### config.mk
export PLATFORM = sky130hd
export DESIGN_NAME = sdram_arbiter_flat
export DESIGN_NICKNAME = d
export VERILOG_FILES = /design/src/rtl/sdram_arbiter_if.sv /design/src/rtl/sdram_arbiter.sv /design/src/flat_wrapper.sv
export SDC_FILE = /design/constraint.sdc
export NUM_CORES = 1
export LEC_CHECK = 0
export BUFFER_PORTS_ARGS = -buffer_cell sky130_fd_sc_hd__buf_2
export CAP_MARGIN = 20
export CORE_AREA = 3 3 155 157
export CTS_BUF_LIST = sky130_fd_sc_hd__clkbuf_8
export DETAILED_ROUTE_END_ITERATION = 10
export DIE_AREA = 0 0 158 160
export HOLD_SLACK_MARGIN = 0.03
export PLACE_DENSITY = 0.71
export SYNTH_ARGS = -nofsm -noshare
export SYNTH_HDL_FRONTEND = slang
export SYNTH_SLANG_ARGS = --single-unit
### constraint.sdc
create_clock -name clk_96 -period 5.23 [get_ports clk_96]
set_clock_uncertainty 0.1 [all_clocks]
set_input_delay 0.2615 -clock clk_96 [delete_from_list [all_inputs] [get_ports clk_96]]
set_output_delay 0.2615 -clock clk_96 [all_outputs]
set_load 0.03 [all_outputs]
### src/rtl/sdram_arbiter_if.sv
// Requester and SDRAM-controller signals shared by the arbiter.
// The master side drives requests and controller read data; the slave side is the arbiter.
interface sdram_arbiter_if;
  logic        vid_req;
  logic [23:0] vid_addr;
  logic        vid_ack;
  logic [63:0] vid_data;

  logic        dma_req, blt_req, cpu_req;
  logic        dma_we,  blt_we,  cpu_we;
  logic [23:0] dma_addr, blt_addr, cpu_addr;
  logic [15:0] dma_din,  blt_din,  cpu_din;
  logic [1:0]  dma_ds,   blt_ds,   cpu_ds;
  logic        dma_ack,  blt_ack,  cpu_ack;
  logic [15:0] dma_dout, blt_dout, cpu_dout;

  logic        sd_req;
  logic        sd_we;
  logic [23:0] sd_addr;
  logic [15:0] sd_din;
  logic [1:0]  sd_ds;
  logic [15:0] sd_dout;
  logic [63:0] sd_dout64;
  logic [1:0]  grant;

  modport master (
    output vid_req, vid_addr,
    output dma_req, blt_req, cpu_req, dma_we, blt_we, cpu_we,
    output dma_addr, blt_addr, cpu_addr, dma_din, blt_din, cpu_din,
    output dma_ds, blt_ds, cpu_ds,
    output sd_dout, sd_dout64,
    input  vid_ack, vid_data, dma_ack, blt_ack, cpu_ack,
    input  dma_dout, blt_dout, cpu_dout,
    input  sd_req, sd_we, sd_addr, sd_din, sd_ds, grant
  );

  modport slave (
    input  vid_req, vid_addr,
    input  dma_req, blt_req, cpu_req, dma_we, blt_we, cpu_we,
    input  dma_addr, blt_addr, cpu_addr, dma_din, blt_din, cpu_din,
    input  dma_ds, blt_ds, cpu_ds,
    input  sd_dout, sd_dout64,
    output vid_ack, vid_data, dma_ack, blt_ack, cpu_ack,
    output dma_dout, blt_dout, cpu_dout,
    output sd_req, sd_we, sd_addr, sd_din, sd_ds, grant
  );
endinterface

### src/rtl/sdram_arbiter.sv
// One SDRAM slot per 8 MHz cycle shared by video, DMA, blitter and CPU.
// Slot phase is locked to clk_8_en; winner is registered entering ARB_PHASE, completion entering DONE_PHASE.
module sdram_arbiter #(
  parameter int ARB_PHASE  = 11,
  parameter int DONE_PHASE = 9,
  parameter int SLOT_LEN   = 12
) (
  input  logic           clk_96,
  input  logic           init,
  input  logic           clk_8_en,
  sdram_arbiter_if.slave bus
);
  localparam int            PW      = $clog2(SLOT_LEN);
  localparam logic [PW-1:0] ARB_PH  = PW'(ARB_PHASE);
  localparam logic [PW-1:0] DONE_PH = PW'(DONE_PHASE);
  localparam logic [PW-1:0] LAST_PH = PW'(SLOT_LEN - 1);

  typedef enum logic [1:0] {ID_VID = 2'd0, ID_DMA = 2'd1, ID_BLT = 2'd2, ID_CPU = 2'd3} id_e;

  // Requesters viewed by id; video is read-only with both strobes set.
  logic [3:0]       req, we;
  logic [3:0][23:0] addr;
  logic [3:0][15:0] din;
  logic [3:0][1:0]  ds;

  assign req  = {bus.cpu_req,  bus.blt_req,  bus.dma_req,  bus.vid_req};
  assign we   = {bus.cpu_we,   bus.blt_we,   bus.dma_we,   1'b0};
  assign addr = {bus.cpu_addr, bus.blt_addr, bus.dma_addr, bus.vid_addr};
  assign din  = {bus.cpu_din,  bus.blt_din,  bus.dma_din,  16'h0000};
  assign ds   = {bus.cpu_ds,   bus.blt_ds,   bus.dma_ds,   2'b11};

  logic          en_prev_q;
  logic [PW-1:0] ph_q, ph_d;
  logic          locked_q, locked_d;
  logic          cpu_first_q, cpu_first_d;
  logic          pend_q, pend_d;
  logic          sd_req_q, sd_req_d, sd_we_q, sd_we_d;
  logic [23:0]   sd_addr_q, sd_addr_d;
  logic [15:0]   sd_din_q, sd_din_d;
  logic [1:0]    sd_ds_q, sd_ds_d;
  id_e           grant_q, grant_d;
  logic [3:0]    ack_q, ack_d;
  logic [15:0]   dma_dout_q, dma_dout_d, blt_dout_q, blt_dout_d, cpu_dout_q, cpu_dout_d;
  logic [63:0]   vid_data_q, vid_data_d;

  logic en_edge, arb_now, done_now, win_vld;
  id_e  win_id;

  always_comb begin
    win_vld = 1'b1;
    win_id  = ID_VID;
    if (req[ID_VID])                     win_id = ID_VID;
    else if (req[ID_DMA])                win_id = ID_DMA;
    else if (req[ID_BLT] && req[ID_CPU]) win_id = cpu_first_q ? ID_CPU : ID_BLT;
    else if (req[ID_BLT])                win_id = ID_BLT;
    else if (req[ID_CPU])                win_id = ID_CPU;
    else                                 win_vld = 1'b0;
  end

  always_comb begin
    en_edge     = clk_8_en & ~en_prev_q;
    ph_d        = (en_edge || ph_q == LAST_PH) ? '0 : ph_q + PW'(1);
    locked_d    = locked_q | en_edge;
    arb_now     = locked_q && (ph_d == ARB_PH);
    done_now    = pend_q && (ph_d == DONE_PH);

    cpu_first_d = cpu_first_q;
    pend_d      = pend_q;
    sd_req_d    = sd_req_q;
    sd_we_d     = sd_we_q;
    sd_addr_d   = sd_addr_q;
    sd_din_d    = sd_din_q;
    sd_ds_d     = sd_ds_q;
    grant_d     = grant_q;
    ack_d       = '0;
    dma_dout_d  = dma_dout_q;
    blt_dout_d  = blt_dout_q;
    cpu_dout_d  = cpu_dout_q;
    vid_data_d  = vid_data_q;

    if (arb_now) begin
      sd_req_d = win_vld;
      pend_d   = win_vld;
      if (win_vld) begin
        grant_d   = win_id;
        sd_we_d   = we[win_id];
        sd_addr_d = addr[win_id];
        sd_din_d  = din[win_id];
        sd_ds_d   = ds[win_id];
        if (win_id == ID_BLT)      cpu_first_d = 1'b1;
        else if (win_id == ID_CPU) cpu_first_d = 1'b0;
      end
    end

    if (done_now) begin
      pend_d         = 1'b0;
      ack_d[grant_q] = 1'b1;
      if (!sd_we_q) begin
        case (grant_q)
          ID_VID:  vid_data_d = bus.sd_dout64;
          ID_DMA:  dma_dout_d = bus.sd_dout;
          ID_BLT:  blt_dout_d = bus.sd_dout;
          default: cpu_dout_d = bus.sd_dout;
        endcase
      end
    end
  end

  always_ff @(posedge clk_96 or posedge init) begin
    if (init) begin
      // Treat enable as already high so a real low->high transition is needed to lock.
      en_prev_q   <= 1'b1;
      ph_q        <= '0;
      locked_q    <= 1'b0;
      cpu_first_q <= 1'b1;
      pend_q      <= 1'b0;
      sd_req_q    <= 1'b0;
      sd_we_q     <= 1'b0;
      sd_addr_q   <= '0;
      sd_din_q    <= '0;
      sd_ds_q     <= '0;
      grant_q     <= ID_VID;
      ack_q       <= '0;
      dma_dout_q  <= '0;
      blt_dout_q  <= '0;
      cpu_dout_q  <= '0;
      vid_data_q  <= '0;
    end else begin
      en_prev_q   <= clk_8_en;
      ph_q        <= ph_d;
      locked_q    <= locked_d;
      cpu_first_q <= cpu_first_d;
      pend_q      <= pend_d;
      sd_req_q    <= sd_req_d;
      sd_we_q     <= sd_we_d;
      sd_addr_q   <= sd_addr_d;
      sd_din_q    <= sd_din_d;
      sd_ds_q     <= sd_ds_d;
      grant_q     <= grant_d;
      ack_q       <= ack_d;
      dma_dout_q  <= dma_dout_d;
      blt_dout_q  <= blt_dout_d;
      cpu_dout_q  <= cpu_dout_d;
      vid_data_q  <= vid_data_d;
    end
  end

  assign bus.sd_req   = sd_req_q;
  assign bus.sd_we    = sd_we_q;
  assign bus.sd_addr  = sd_addr_q;
  assign bus.sd_din   = sd_din_q;
  assign bus.sd_ds    = sd_ds_q;
  assign bus.grant    = grant_q;
  assign bus.vid_ack  = ack_q[ID_VID];
  assign bus.dma_ack  = ack_q[ID_DMA];
  assign bus.blt_ack  = ack_q[ID_BLT];
  assign bus.cpu_ack  = ack_q[ID_CPU];
  assign bus.vid_data = vid_data_q;
  assign bus.dma_dout = dma_dout_q;
  assign bus.blt_dout = blt_dout_q;
  assign bus.cpu_dout = cpu_dout_q;
endmodule

### src/flat_wrapper.sv
// flat-port wrapper written by rule: the top's interface ports become plain ports
module sdram_arbiter_flat 
#(
  parameter int ARB_PHASE  = 11,
  parameter int DONE_PHASE = 9,
  parameter int SLOT_LEN   = 12
)
  (clk_96, init, clk_8_en, bus_vid_req, bus_vid_addr, bus_dma_req, bus_blt_req, bus_cpu_req, bus_dma_we, bus_blt_we, bus_cpu_we, bus_dma_addr, bus_blt_addr, bus_cpu_addr, bus_dma_din, bus_blt_din, bus_cpu_din, bus_dma_ds, bus_blt_ds, bus_cpu_ds, bus_sd_dout, bus_sd_dout64, bus_vid_ack, bus_vid_data, bus_dma_ack, bus_blt_ack, bus_cpu_ack, bus_dma_dout, bus_blt_dout, bus_cpu_dout, bus_sd_req, bus_sd_we, bus_sd_addr, bus_sd_din, bus_sd_ds, bus_grant);
  sdram_arbiter_if bus_i ();
  input  logic clk_96;
  input  logic init;
  input  logic clk_8_en;
  input wire logic [$bits(bus_i.vid_req)-1:0] bus_vid_req;
  input wire logic [$bits(bus_i.vid_addr)-1:0] bus_vid_addr;
  input wire logic [$bits(bus_i.dma_req)-1:0] bus_dma_req;
  input wire logic [$bits(bus_i.blt_req)-1:0] bus_blt_req;
  input wire logic [$bits(bus_i.cpu_req)-1:0] bus_cpu_req;
  input wire logic [$bits(bus_i.dma_we)-1:0] bus_dma_we;
  input wire logic [$bits(bus_i.blt_we)-1:0] bus_blt_we;
  input wire logic [$bits(bus_i.cpu_we)-1:0] bus_cpu_we;
  input wire logic [$bits(bus_i.dma_addr)-1:0] bus_dma_addr;
  input wire logic [$bits(bus_i.blt_addr)-1:0] bus_blt_addr;
  input wire logic [$bits(bus_i.cpu_addr)-1:0] bus_cpu_addr;
  input wire logic [$bits(bus_i.dma_din)-1:0] bus_dma_din;
  input wire logic [$bits(bus_i.blt_din)-1:0] bus_blt_din;
  input wire logic [$bits(bus_i.cpu_din)-1:0] bus_cpu_din;
  input wire logic [$bits(bus_i.dma_ds)-1:0] bus_dma_ds;
  input wire logic [$bits(bus_i.blt_ds)-1:0] bus_blt_ds;
  input wire logic [$bits(bus_i.cpu_ds)-1:0] bus_cpu_ds;
  input wire logic [$bits(bus_i.sd_dout)-1:0] bus_sd_dout;
  input wire logic [$bits(bus_i.sd_dout64)-1:0] bus_sd_dout64;
  output wire logic [$bits(bus_i.vid_ack)-1:0] bus_vid_ack;
  output wire logic [$bits(bus_i.vid_data)-1:0] bus_vid_data;
  output wire logic [$bits(bus_i.dma_ack)-1:0] bus_dma_ack;
  output wire logic [$bits(bus_i.blt_ack)-1:0] bus_blt_ack;
  output wire logic [$bits(bus_i.cpu_ack)-1:0] bus_cpu_ack;
  output wire logic [$bits(bus_i.dma_dout)-1:0] bus_dma_dout;
  output wire logic [$bits(bus_i.blt_dout)-1:0] bus_blt_dout;
  output wire logic [$bits(bus_i.cpu_dout)-1:0] bus_cpu_dout;
  output wire logic [$bits(bus_i.sd_req)-1:0] bus_sd_req;
  output wire logic [$bits(bus_i.sd_we)-1:0] bus_sd_we;
  output wire logic [$bits(bus_i.sd_addr)-1:0] bus_sd_addr;
  output wire logic [$bits(bus_i.sd_din)-1:0] bus_sd_din;
  output wire logic [$bits(bus_i.sd_ds)-1:0] bus_sd_ds;
  output wire logic [$bits(bus_i.grant)-1:0] bus_grant;
  assign bus_i.vid_req = bus_vid_req;
  assign bus_i.vid_addr = bus_vid_addr;
  assign bus_i.dma_req = bus_dma_req;
  assign bus_i.blt_req = bus_blt_req;
  assign bus_i.cpu_req = bus_cpu_req;
  assign bus_i.dma_we = bus_dma_we;
  assign bus_i.blt_we = bus_blt_we;
  assign bus_i.cpu_we = bus_cpu_we;
  assign bus_i.dma_addr = bus_dma_addr;
  assign bus_i.blt_addr = bus_blt_addr;
  assign bus_i.cpu_addr = bus_cpu_addr;
  assign bus_i.dma_din = bus_dma_din;
  assign bus_i.blt_din = bus_blt_din;
  assign bus_i.cpu_din = bus_cpu_din;
  assign bus_i.dma_ds = bus_dma_ds;
  assign bus_i.blt_ds = bus_blt_ds;
  assign bus_i.cpu_ds = bus_cpu_ds;
  assign bus_i.sd_dout = bus_sd_dout;
  assign bus_i.sd_dout64 = bus_sd_dout64;
  assign bus_vid_ack = bus_i.vid_ack;
  assign bus_vid_data = bus_i.vid_data;
  assign bus_dma_ack = bus_i.dma_ack;
  assign bus_blt_ack = bus_i.blt_ack;
  assign bus_cpu_ack = bus_i.cpu_ack;
  assign bus_dma_dout = bus_i.dma_dout;
  assign bus_blt_dout = bus_i.blt_dout;
  assign bus_cpu_dout = bus_i.cpu_dout;
  assign bus_sd_req = bus_i.sd_req;
  assign bus_sd_we = bus_i.sd_we;
  assign bus_sd_addr = bus_i.sd_addr;
  assign bus_sd_din = bus_i.sd_din;
  assign bus_sd_ds = bus_i.sd_ds;
  assign bus_grant = bus_i.grant;
  sdram_arbiter #(.ARB_PHASE(ARB_PHASE), .DONE_PHASE(DONE_PHASE), .SLOT_LEN(SLOT_LEN)) u_core (.clk_96(clk_96), .init(init), .clk_8_en(clk_8_en), .bus(bus_i));
endmodule
==> metrics.md, run 1 <==
| Metric | Value |
|---|---|
| Routed len/inst | `19.3 um` |
| Peak supply drop | `178 uV` |
| Setup TNS | `0 ps` |
| H-tree Lvls | `4` |
| First-pass detailed-route iteration total | `4` |
| Worst reg2reg path depth | `6` |
| Post-Syn Area | `8030 um2` |
| CTS tree | `built` |
| Commonest non-fill, non-tap cell in the layout | `buf_2` |
| DRC | `0` |
| Root Driver | `clkbuf_8` |
| Initial Util | `35.5%` |
| Seq cells post-synth | `170` |
| Global-route wire length before repair | `42.5 mm` |
| Placed instance area | `10100 um2` |
| IO buf count | `401` |
| Max incr delay on CP | `840 ps` |
| # diodes | `0` |
| Worst-margin pin slew | `1030 ps` |
| Die X | `158 um` |
| Share of cells above drive strength 1 | `49.0%` |
| Total GRT Usage | `21.2%` |
| Switch Pwr | `1.60 mW` |
| Ys Warns | `0` |
| Final setup fails | `0` |
| Io pins | `402` |
| Status | `completed` |
| Setup Buffers After CTS | `0` |
| CTS max path bufs | `2` |
| Hold buffer count at CTS | `119` |
| P_leak | `6.12 nW` |
| Crit Path Max Fanout | `28` |
| CP required | `5510 ps` |
| Reg power frac | `41.2%` |
| Clk pin slew, worst setup/hold paths | `100 ps` |
| Synth Area per Inst | `12.3 um2` |
| Clock power frac | `25.2%` |
| Final hold violations | `0` |
| Net count, final | `1391` |
| Synthesis-to-layout area growth | `47.2%` |
| EDFF count, synth | `0` |
| Crit start category | `flip-flop` |
| Post-DP HPWL | `19.3 mm` |
| Critical Path Sink | `u_core.bus.sd_addr[23]$_DFFE_PP0P_` |
| CTS resizes | `0` |
| Clk_lat worst skew | `440 ps` |
| Max frequency | `267 MHz` |
| Internal | `2.50 mW` |
| R2R Path End | `u_core.bus.sd_addr[23]$_DFFE_PP0P_` |
| Die Ht | `160 um` |
| Drt total wl | `28.0 mm` |
| CP max stage cell | `nand2_1` |
| Max-Cap Viols | `0` |
| Relative slew margins | `31.2%` |
| Ys async rst share | `100%` |
| Iteration-0 DRC Markers | `299` |
| Maximum number of pins on one net before global-route repair | `82` |
| Initial antenna violation count | `2` |
| Pins Over Slew Limit | `0` |
| RSZ-0062 raised after global routing | `false` |
| Post-Syn Instances | `654` |
| PD cells | `347 nW/um2` |
| CTS Sinks | `170` |
| Kind of critical path | `flip-flop to flip-flop` |
| Via/cell ratio | `5.06` |
| Cell breakdown of the critical path | `ha_1 > xor2_1 > nor4_4 > nand2_1 > o31ai_1 > dlygate4sd3_1` |
| Vias in the first global route | `7514` |
| Min Hold Slack | `66.0 ps` |
| Crit path arrival time | `4030 ps` |
| Dominant synthesized flop cell | `dfrtp_1` |
| Total grt overflow | `0` |
| R2r startpoint | `u_core.ph_q[0]$_DFF_PP0_` |
| RD Place Congestion | `0.811` |
| Min cycle time layout | `3740 ps` |
| Fin crit share | `71.5%` |
| Fin area | `11800 um2` |
| Sw frac | `39.0%` |
| Routed Antenna Nets | `0` |
| Die area | `25300 um2` |
| Worst Setup SP | `u_core.ph_q[0]$_DFF_PP0_` |
| Row count | `55` |
| Synth cell types | `42` |
| Total CTS buffers | `17` |
| Most frequent cells in the layout | `401 x buf_2, 168 x dfrtp_1, 119 x dlygate4sd3_1, 60 x mux2_4, 52 x mux2_2` |
| Comb power frac | `33.6%` |
| Tot Pwr | `4.10 mW` |
| Crit. End Element | `flip-flop` |
| Post-Syn Nets | `895` |
| Vias | `7334` |
| Core Region | `22600 um2` |
| Hold Path Class | `primary input to flip-flop` |
| Register area share after synthesis | `53.0%` |
| Reg2reg setup slack | `1490 ps` |
[worst min path at each step]
stage                                 from                            endpoint  slack (ps)  depth (start not counted)
final                      bus_dma_addr[4]   u_core.bus.sd_addr[4]$_DFFE_PP0P_          70                          3
after global routing      bus_blt_addr[15]  u_core.bus.sd_addr[15]$_DFFE_PP0P_          30                          3
after CTS                 bus_dma_addr[12]  u_core.bus.sd_addr[12]$_DFFE_PP0P_          30                          3
after detailed placement          clk_8_en          u_core.en_prev_q$_DFF_PP1_         280                          1
after global placement            clk_8_en          u_core.en_prev_q$_DFF_PP1_         280                          1
after floorplan                   clk_8_en          u_core.en_prev_q$_DFF_PP1_         170                          0
[cells in the mapped netlist, types with 2 or more instances]
cell	number	area share, %
nor2_1	5	0.23
and3_1	27	2.1
a211oi_1	26	2.4
nor3_1	4	0.25
or2_2	3	0.23
nand2b_1	4	0.31
o21a_1	25	2.3
a21oi_1	44	2.7
nor4_4	2	0.53
dfrtp_1	168	52
buf_6	4	0.56
o22ai_1	2	0.16
o31ai_1	27	2.5
clkbuf_1	40	1.9
buf_12	6	1.5
nor2b_1	6	0.47
inv_1	3	0.14
or4_1	2	0.19
buf_2	2	0.12
a31oi_1	17	1.3
mux2_4	60	11
nand3_1	17	1.1
or4_4	2	0.28
or3_1	2	0.16
dfstp_2	2	0.65
o21ai_0	46	2.9
a21o_1	17	1.6
nand2_1	26	1.2
mux2_2	52	7.3
[state kept, by name, indices dropped and copies added (netlist names), 2 cells and up]
register             cells
u_core.bus.blt_dout     16
u_core.bus.cpu_dout     16
u_core.bus.vid_data     64
u_core.bus.sd_ds         2
u_core.bus.sd_addr      24
u_core.ack_q             4
u_core.ph_q              4
u_core.bus.dma_dout     16
u_core.bus.grant         2
u_core.bus.sd_din       16
[critical path: cells and delay by family, from the launching register on]
family                   cells  cell delay, ps
buffers and inverters        1             590
XOR/XNOR                     1             200
adder cells (fa/ha/maj)      1             250
AND/OR/NAND/NOR              2            1650
AO/OA/AOI/OAI                1             470
flip-flops                   1             420
[per-layer routing]
| layer | track usage (%) | share of wire, % | vias to the layer above |
|---|---|---|---|
| met3 | 4.77 | 7.4 | 36 |
| li1 | - | - | 3398 |
| met1 | 25.5 | 39 | 3571 |
| met2 | 37.9 | 51 | 325 |
| met4 | 6.06 | 2.0 | 4 |
| met5 | 0 | 0.075 | - |
[layout make-up]
cell class | instances | area [um2]
fill | 1980 | 10800
sequential | 170 | 4260
multi-input combinational | 428 | 3450
timing repair buffer | 530 | 3290
tap | 285 | 357
clock buffer | 17 | 234
clock inverter | 15 | 221
inverter | 3 | 16.3
[power by group through the flow]
stage	logic (mW)	clock network, mW	registers (mW)
after CTS	1.38	1.07	1.69
after global placement	1.27	0	1.70
final	1.38	1.03	1.69
after global routing	1.47	1.13	1.72
after detailed placement	1.29	0	1.71
after floorplan	0.423	0	2.11
[metrics by stage]
stage | cells | util (%) | setup slack, ps
after floorplan | 654 | - | 268
after global placement | 1293 | 44.8 | 1980
after detailed placement | 1293 | 44.8 | 1830
after CTS | 1444 | 52.0 | 1530
after global routing | 1448 | 52.2 | 1200
final | 1448 | 52.2 | 1490
[kinds of logic after synthesis]
logic type / count (synthesis) / synth area share [%]
buffers and inverters: 56 / 4.24
AND/OR/NAND/NOR: 106 / 7.65
AO/OA/AOI/OAI: 207 / 16.3
adder cells (fa/ha/maj): 1 / 0.156
multiplexers: 112 / 18.5
flip-flops: 170 / 53.0
XOR/XNOR: 2 / 0.218
Power figures use the tool's default switching activity.
==> inputs of run 2 (changes only) <==
- ABC_AREA: not set -> 1
- CORE_AREA: 3 3 155 157 -> 3 3 157 159
- DIE_AREA: 0 0 158 160 -> 0 0 160 162
- PLACE_DENSITY: 0.71 -> 0.73
- clock period: 5.23 -> 3.42 ns (I/O delays scaled with it)
==> run 2 against run 1 <==
  * Total power up 110%
  * Largest cell class unchanged
  * Sequential share of layout area down 3.8 points
  * Critical endpoint is now u_core.bus.sd_addr[4]$_DFFE_PP0P_
  * Largest power group is now combinational logic
  * Hold slack worse by 3.2 ps
==> metrics.md, run 2 <==
| Metric | Value |
|---|---|
| Crit Path Max Fanout | `67 (+140%)` |
| CP max stage cell | `dlygate4sd3_1` |
| Setup Buffers After CTS | `0 (unchanged)` |
| Synthesis-to-layout area growth | `51.4%` |
| Total grt overflow | `0 (unchanged)` |
| Post-Syn Instances | `1188 (+82%)` |
| Final setup fails | `0 (unchanged)` |
| Crit. End Element | `flip-flop` |
| Post-Syn Area | `8750 um2 (+8.9%)` |
| Initial Util | `37.4% (+1.9 points)` |
| Post-DP HPWL | `20.4 mm (+6.0%)` |
| Synth Area per Inst | `7.36 um2 (-40%)` |
| Iteration-0 DRC Markers | `1005 (+240%)` |
| Row count | `56 (+1.8%)` |
| Core Region | `23400 um2 (+3.4%)` |
| Ys async rst share | `100% (unchanged)` |
| Register Area | `4260 um2 (unchanged)` |
| Most used cell, CP | `nand2_1` |
| Die Ht | `162 um (+1.3%)` |
| Min Hold Slack | `62.8 ps (-3.22 ps)` |
| Pre-CTS setup slack | `712 ps (-1120 ps)` |
| Max frequency | `311 MHz (+16%)` |
| Initial antenna violation count | `3 (+1)` |
| Commonest cells post-synth | `500 x nand2_1, 168 x dfrtp_1, 149 x inv_1` |
| Peak supply drop | `378 uV (+110%)` |
| Clk_lat worst skew | `460 ps (+20 ps)` |
| Final hold violations | `0 (unchanged)` |
| Vias in the first global route | `10143 (+35%)` |
| Die area | `25900 um2 (+2.5%)` |
| Most common cell in the netlist | `nand2_1` |
| Setup TNS | `0 ps (unchanged)` |
| Register area share after synthesis | `48.7% (-4.3 points)` |
| Placed instance area | `11000 um2 (+8.7%)` |
| Kind of critical path | `flip-flop to flip-flop` |
| Min cycle time layout | `3220 ps (-523 ps)` |
| Total CTS buffers | `17 (unchanged)` |
| Root Driver | `clkbuf_8` |
| Net count, final | `1969 (+42%)` |
| P_leak | `8.05 nW (+32%)` |
| Routed len/inst | `15.7 um (-19%)` |
| CTS tree | `built` |
| Hold Path Class | `primary input to flip-flop` |
| Total GRT Usage | `24.3% (+3.1 points)` |
| Share of the synthesized area in the top cell type | `48.1% (-4.3 points)` |
| Fin crit share | `94.1% (+23 points)` |
| Post-Syn Nets | `1429 (+60%)` |
| Ys Warns | `0 (unchanged)` |
| Seq cells post-synth | `170 (unchanged)` |
| Maximum number of pins on one net before global-route repair | `171 (+110%)` |
| Commonest non-fill, non-tap cell in the layout | `nand2_1` |
| Vias | `10268 (+40%)` |
| Crit path arrival time | `3450 ps (-580 ps)` |
| Fin area | `13200 um2 (+12%)` |
| Most frequent cells in the layout | `498 x nand2_1, 401 x buf_2, 181 x dlygate4sd3_1, 168 x dfrtp_1, 148 x inv_1` |
| Fillers | `2055 (+3.8%)` |
| Multi-input logic area | `3580 um2 (+3.8%)` |
| Status | `completed` |
| Max incr delay on CP | `570 ps (-270 ps)` |
| Drt total wl | `32.4 mm (+16%)` |
| Post-layout util | `56.6% (+4.3 points)` |
| Clk pin slew, worst setup/hold paths | `110 ps (about the same)` |
| Synth top area cells | `dfrtp_1 48%, nand2_1 21%, nand4_1 8.3%, nand3_1 8.1%, inv_1 6.4%` |
| H-tree Lvls | `4 (unchanged)` |
| Die X | `160 um (+1.3%)` |
| DRC | `0 (unchanged)` |
| Cell breakdown of the critical path | `inv_1 > nand2_1 > nand2_1 > nand2_2 > buf_4 > nand3_1 > nand3_1 > dlygate4sd3_1 > nand2_1 > dlygate4sd3_1 > nand2_1 > nand2_1` |
| Worst-margin pin slew | `975 ps (-52.8 ps)` |
| EDFF count, synth | `0 (unchanged)` |
| Pins Over Slew Limit | `0 (unchanged)` |
| IO buf count | `401 (unchanged)` |
| RSZ-0062 raised after global routing | `false` |
| PD cells | `641 nW/um2 (+85%)` |
| Max reg flops | `64 (unchanged)` |
| Final Instance Count excl. Fillers | `2062 (+42%)` |
| CTS max path bufs | `2 (unchanged)` |
| CTS Sinks | `170 (unchanged)` |
| Crit start category | `flip-flop` |
| First-pass detailed-route iteration total | `5 (+1)` |
| Global-route wire length before repair | `51.6 mm (+21%)` |
| Routed Antenna Nets | `0 (unchanged)` |
| Dominant synthesized flop cell | `dfrtp_1` |
| Io pins | `402 (unchanged)` |
| Post-route worst setup slack | `203 ps (-1290 ps)` |
| Max-Cap Viols | `0 (unchanged)` |
| Post-Place Cells | `1847 (+43%)` |
| CP required | `3650 ps (-1860 ps)` |
| Share of cells above drive strength 1 | `27.3% (-22 points)` |
| Area leader, netlist | `dfrtp_1` |
| Synth cell types | `25 (-40%)` |
| Relative slew margins | `35.0% (+3.8 points)` |
| Via/cell ratio | `4.98 (-1.7%)` |
| Tot Pwr | `8.49 mW (+110%)` |
| RD Place Congestion | `0.876 (+8.0%)` |
## run 2: kinds of logic (layout without fill, tap and decap cells)
family	count (synthesis)	in the layout	share of synthesized area, %
AND/OR/NAND/NOR	781	781	40.2
buffers and inverters	233	786	10.6
flip-flops	170	170	48.7
AO/OA/AOI/OAI	2	2	0.114
adder cells (fa/ha/maj)	1	1	0.143
XOR/XNOR	1	1	0.315
other	0	2	0
## run 2: report_power, final
part	internal [mW]	switching (mW)	total (mW)	leakage, nW
Sequential	2.64	0.408	3.04	2.32
Combinational	1.17	2.84	4.01	5.53
Clock	0.559	0.882	1.44	0.206
Total	4.36	4.13	8.49	8.05
## run 2: cell type report
type	instances	share of cell area [%]
multi-input combinational	785	27.1
inverter	152	4.34
clock inverter	15	1.29
tap	319	3.01
sequential	170	32.1
timing repair buffer	602	30.4
clock buffer	17	1.77
antenna	2	0.0378
## run 2: worst paths after layout
| path | start | to | slack (ps) | cells after the start |
|---|---|---|---|---|
| max in group asynchronous | init | u_core.bus.sd_din[9]$_DFFE_PP0P_ | 2060 | 4 |
| setup reg to reg | u_core.cpu_first_q$_DFFE_PP1P_ | u_core.bus.sd_addr[4]$_DFFE_PP0P_ | 200 | 12 |
| setup / recovery | u_core.cpu_first_q$_DFFE_PP1P_ | u_core.bus.sd_addr[4]$_DFFE_PP0P_ | 200 | 12 |
| hold reg to reg | u_core.bus.vid_data[45]$_DFFE_PP0P_ | u_core.bus.vid_data[45]$_DFFE_PP0P_ | 390 | 2 |
| min in group asynchronous | init | u_core.bus.blt_dout[12]$_DFFE_PP0P_ | 370 | 4 |
| hold / removal | bus_dma_addr[0] | u_core.bus.sd_addr[0]$_DFFE_PP0P_ | 60 | 7 |
## run 2: critical path, delay by kind of cell, from the launching register on
kind | cells | cell delay [ps]
buf+inv | 4 | 1730
flops | 1 | 560
simple gates | 8 | 680
## run 2: repair_timing
item                                   in CTS  in global routing
resized for setup                           0                  0
hold buffers                              181                  0
endpoints found under the hold margin     326                  0
## run 2: routing by layer
| layer | vias to the layer above | global-route usage, % | share of wire (%) |
|---|---|---|---|
| met4 | 2 | 11.7 | 4.1 |
| met5 | - | 0 | 0.022 |
| met3 | 82 | 5.94 | 8.8 |
| met1 | 4727 | 29.6 | 39 |
| li1 | 4847 | - | - |
| met2 | 610 | 40.7 | 48 |
==> inputs of run 3 (changes only) <==
--- a/config.mk
+++ b/config.mk
@@ -14,2 +14,3 @@
 export DIE_AREA = 0 0 160 162
+export GPL_TIMING_DRIVEN = 0
 export HOLD_SLACK_MARGIN = 0.03
==> constraint.sdc (replaced) <==
create_clock -name clk_96 -period 3.42 [get_ports clk_96]
set_clock_uncertainty 0.1 [all_clocks]
set_input_delay 0.513 -clock clk_96 [delete_from_list [all_inputs] [get_ports clk_96]]
set_output_delay 0.513 -clock clk_96 [all_outputs]
set_load 0.03 [all_outputs]
==> run 3 against run 2 <==
  * Via count down 5.8%
  * Clock power about the same
  * Count of clock-buffer cells in the layout unchanged
  * Die area is the same
  * Worst setup slack better by 640 ps
  * Routed wire length down 0.61%
  * Combinational power shrank 4%
  * Sequential share of layout area rose by 4.5 points
  * Design area down 12%
  * Sequential power hardly changed
  * Register-to-register slack improved by 640 ps
  * Critical endpoint is now u_core.bus.sd_we$_DFFE_PP0P_
==> metrics.md, run 3 (synthesis results as in run 2) <==
| Metric | Value |
|---|---|
| Net count, final | `1854 (-5.8%)` |
| Final hold violations | `0 (unchanged)` |
| Clk_lat worst skew | `450 ps (about the same)` |
| Row count | `56 (unchanged)` |
| Hold Path Class | `primary input to flip-flop` |
| Crit Path Max Fanout | `10 (-85%)` |
| Routed Antenna Nets | `0 (unchanged)` |
| CTS max path bufs | `2 (unchanged)` |
| RSZ-0062 raised after global routing | `false` |
| CTS tree | `built` |
| Status | `completed` |
| Max reg flops | `64 (unchanged)` |
| Vias in the first global route | `9352 (-7.8%)` |
| Initial antenna violation count | `1 (-2)` |
| Die area | `25900 um2 (unchanged)` |
| Placed instance area | `11200 um2 (+2.0%)` |
| Crit path arrival time | `2870 ps (-580 ps)` |
| Cell breakdown of the critical path | `inv_1 > nand2_1 > nand2_1 > nand2_1 > nand2_1 > nor2_1 > buf_2 > nand2_1 > nand2_1 > nand2_1 > nand2_1` |
| Maximum number of pins on one net before global-route repair | `44 (-74%)` |
| Crit start category | `flip-flop` |
| IO buf count | `401 (unchanged)` |
| CP required | `3720 ps (+70 ps)` |
| Io pins | `402 (unchanged)` |
| PD cells | `711 nW/um2 (+11%)` |
| Worst-margin pin slew | `698 ps (-277 ps)` |
| Kind of critical path | `flip-flop to flip-flop` |
| Min cycle time layout | `2570 ps (-645 ps)` |
| Relative slew margins | `53.4% (+18 points)` |
| Peak supply drop | `302 uV (-20%)` |
| Max frequency | `389 MHz (+25%)` |
| Core Region | `23400 um2 (unchanged)` |
| First-pass detailed-route iteration total | `5 (unchanged)` |
| DRC | `0 (unchanged)` |
| Most frequent cells in the layout | `500 x nand2_1, 429 x buf_2, 168 x dfrtp_1, 149 x inv_1, 142 x nand3_1` |
| Synthesis-to-layout area growth | `32.9%` |
| Routed len/inst | `16.6 um (+5.3%)` |
| Critical Path Sink | `u_core.bus.sd_we$_DFFE_PP0P_` |
| Fin crit share | `75.2% (-19 points)` |
| CTS Sinks | `170 (unchanged)` |
| Iteration-0 DRC Markers | `753 (-25%)` |
| Share of cells above drive strength 1 | `30.0% (+2.6 points)` |
| Post-DP HPWL | `25.6 mm (+25%)` |
| Worst Setup SP | `u_core.cpu_first_q$_DFFE_PP1P_` |
| P_leak | `7.42 nW (-7.9%)` |
| Initial Util | `37.4% (unchanged)` |
| Vias | `9669 (-5.8%)` |
| Worst path bufs/invs | `2 (-2)` |
| Total grt overflow | `0 (unchanged)` |
| Fillers | `2397 (+17%)` |
| Most used cell, CP | `nand2_1` |
| CTS resizes | `0 (unchanged)` |
| Reg2reg setup slack | `850 ps (+640 ps)` |
| Clk pin slew, worst setup/hold paths | `100 ps (about the same)` |
| Pins Over Slew Limit | `0 (unchanged)` |
| Die X | `160 um (unchanged)` |
| CP max stage cell | `nor2_1` |
| Max incr delay on CP | `570 ps (about the same)` |
| Total CTS buffers | `17 (unchanged)` |
| Tot Pwr | `8.27 mW (-2.6%)` |
| Worst reg2reg path depth | `11 (-1)` |
| Cell depth of the worst setup path | `11 (-1)` |
| Global-route wire length before repair | `50.3 mm (-2.5%)` |
| Commonest non-fill, non-tap cell in the layout | `nand2_1` |
| Total GRT Usage | `24.4% (+0.063 points)` |
| Crit. End Element | `flip-flop` |
| H-tree Lvls | `4 (unchanged)` |
| Fin area | `11600 um2 (-12%)` |
| Final setup fails | `0 (unchanged)` |
| Via/cell ratio | `4.97 (-0.22%)` |
| RD Place Congestion | `0.947 (+8.1%)` |
| Delay-heaviest family, CP | `simple AND/OR/NAND/NOR gates` |
| Root Driver | `clkbuf_8` |
| R2r startpoint | `u_core.cpu_first_q$_DFFE_PP1P_` |
| R2R Path End | `u_core.bus.sd_we$_DFFE_PP0P_` |
| Max-Cap Viols | `0 (unchanged)` |
| Die Ht | `162 um (unchanged)` |
| Drt total wl | `32.2 mm (-0.61%)` |
run 3: changes by cell type in the layout (fill, tap and decap cells not counted), moves of 3 or more:
cell and delta:
buf_1 +6, buf_2 +28, buf_4 -11, clkbuf_1 +42, clkinv_8 -4, clkinvlp_4 +5, dlygate4sd3_1 -180, inv_8 -3
run 3: worst min path at each step:
stage | start | end | slack, ps | cells past startpoint
6_report | clk_8_en | u_core.en_prev_q$_DFF_PP1_ | 70 | 1
5_1_grt | clk_8_en | u_core.en_prev_q$_DFF_PP1_ | 30 | 1
3_3_place_gp | u_core.bus.sd_req$_DFFE_PP0P_ | u_core.bus.sd_req$_DFFE_PP0P_ | 350 | 2
3_5_place_dp | u_core.locked_q$_DFF_PP0_ | u_core.locked_q$_DFF_PP0_ | 360 | 2
4_1_cts | clk_8_en | u_core.en_prev_q$_DFF_PP1_ | 40 | 1
2_1_floorplan | u_core.locked_q$_DFF_PP0_ | u_core.locked_q$_DFF_PP0_ | 330 | 2
run 3: power breakdown:
group	switching (mW)	internal [mW]
clock	0.816	0.590
combinational	2.81	1.03
sequential	0.396	2.64
total	4.02	4.25
run 3: final cells by class:
| class | count | area, um2 | share of cell area, % |
|---|---|---|---|
| Antenna cell | 1 | 2.50 | 0.0215 |
| Buffer | 81 | 358 | 3.08 |
| Clock buffer | 17 | 234 | 2.01 |
| Clock inverter | 15 | 143 | 1.23 |
| Inverter | 152 | 574 | 4.94 |
| Multi-Input combinational cell | 785 | 3560 | 30.6 |
| Sequential cell | 170 | 4260 | 36.6 |
| Tap cell | 319 | 399 | 3.43 |
| Timing Repair Buffer | 406 | 2100 | 18.0 |
run 3: what timing repair did:
item / in CTS / in global routing
setup buffers: 0 / 0
endpoints found under the hold margin: 18 / 0
hold buffers: 1 / 0
run 3: through the flow:
stage	setup slack, ps	util [%]	TNS, ps	hold slack, ps	std cells
2_1_floorplan	640	-	0	335	1188
3_3_place_gp	-476	47.7	-76520	352	1908
5_1_grt	690	49.7	0	34.2	1946
6_report	847	49.7	0	73.1	1946
3_5_place_dp	807	48.0	0	356	1912
4_1_cts	837	49.7	0	36.5	1945
run 3: layer usage:
metal	up-vias	track usage, %	share of wire [%]
li1	4632	-	-
met1	4541	30.5	41
met2	455	42.4	49
met3	41	5.00	7.2
met4	0	7.97	2.5
met5	-	0	0
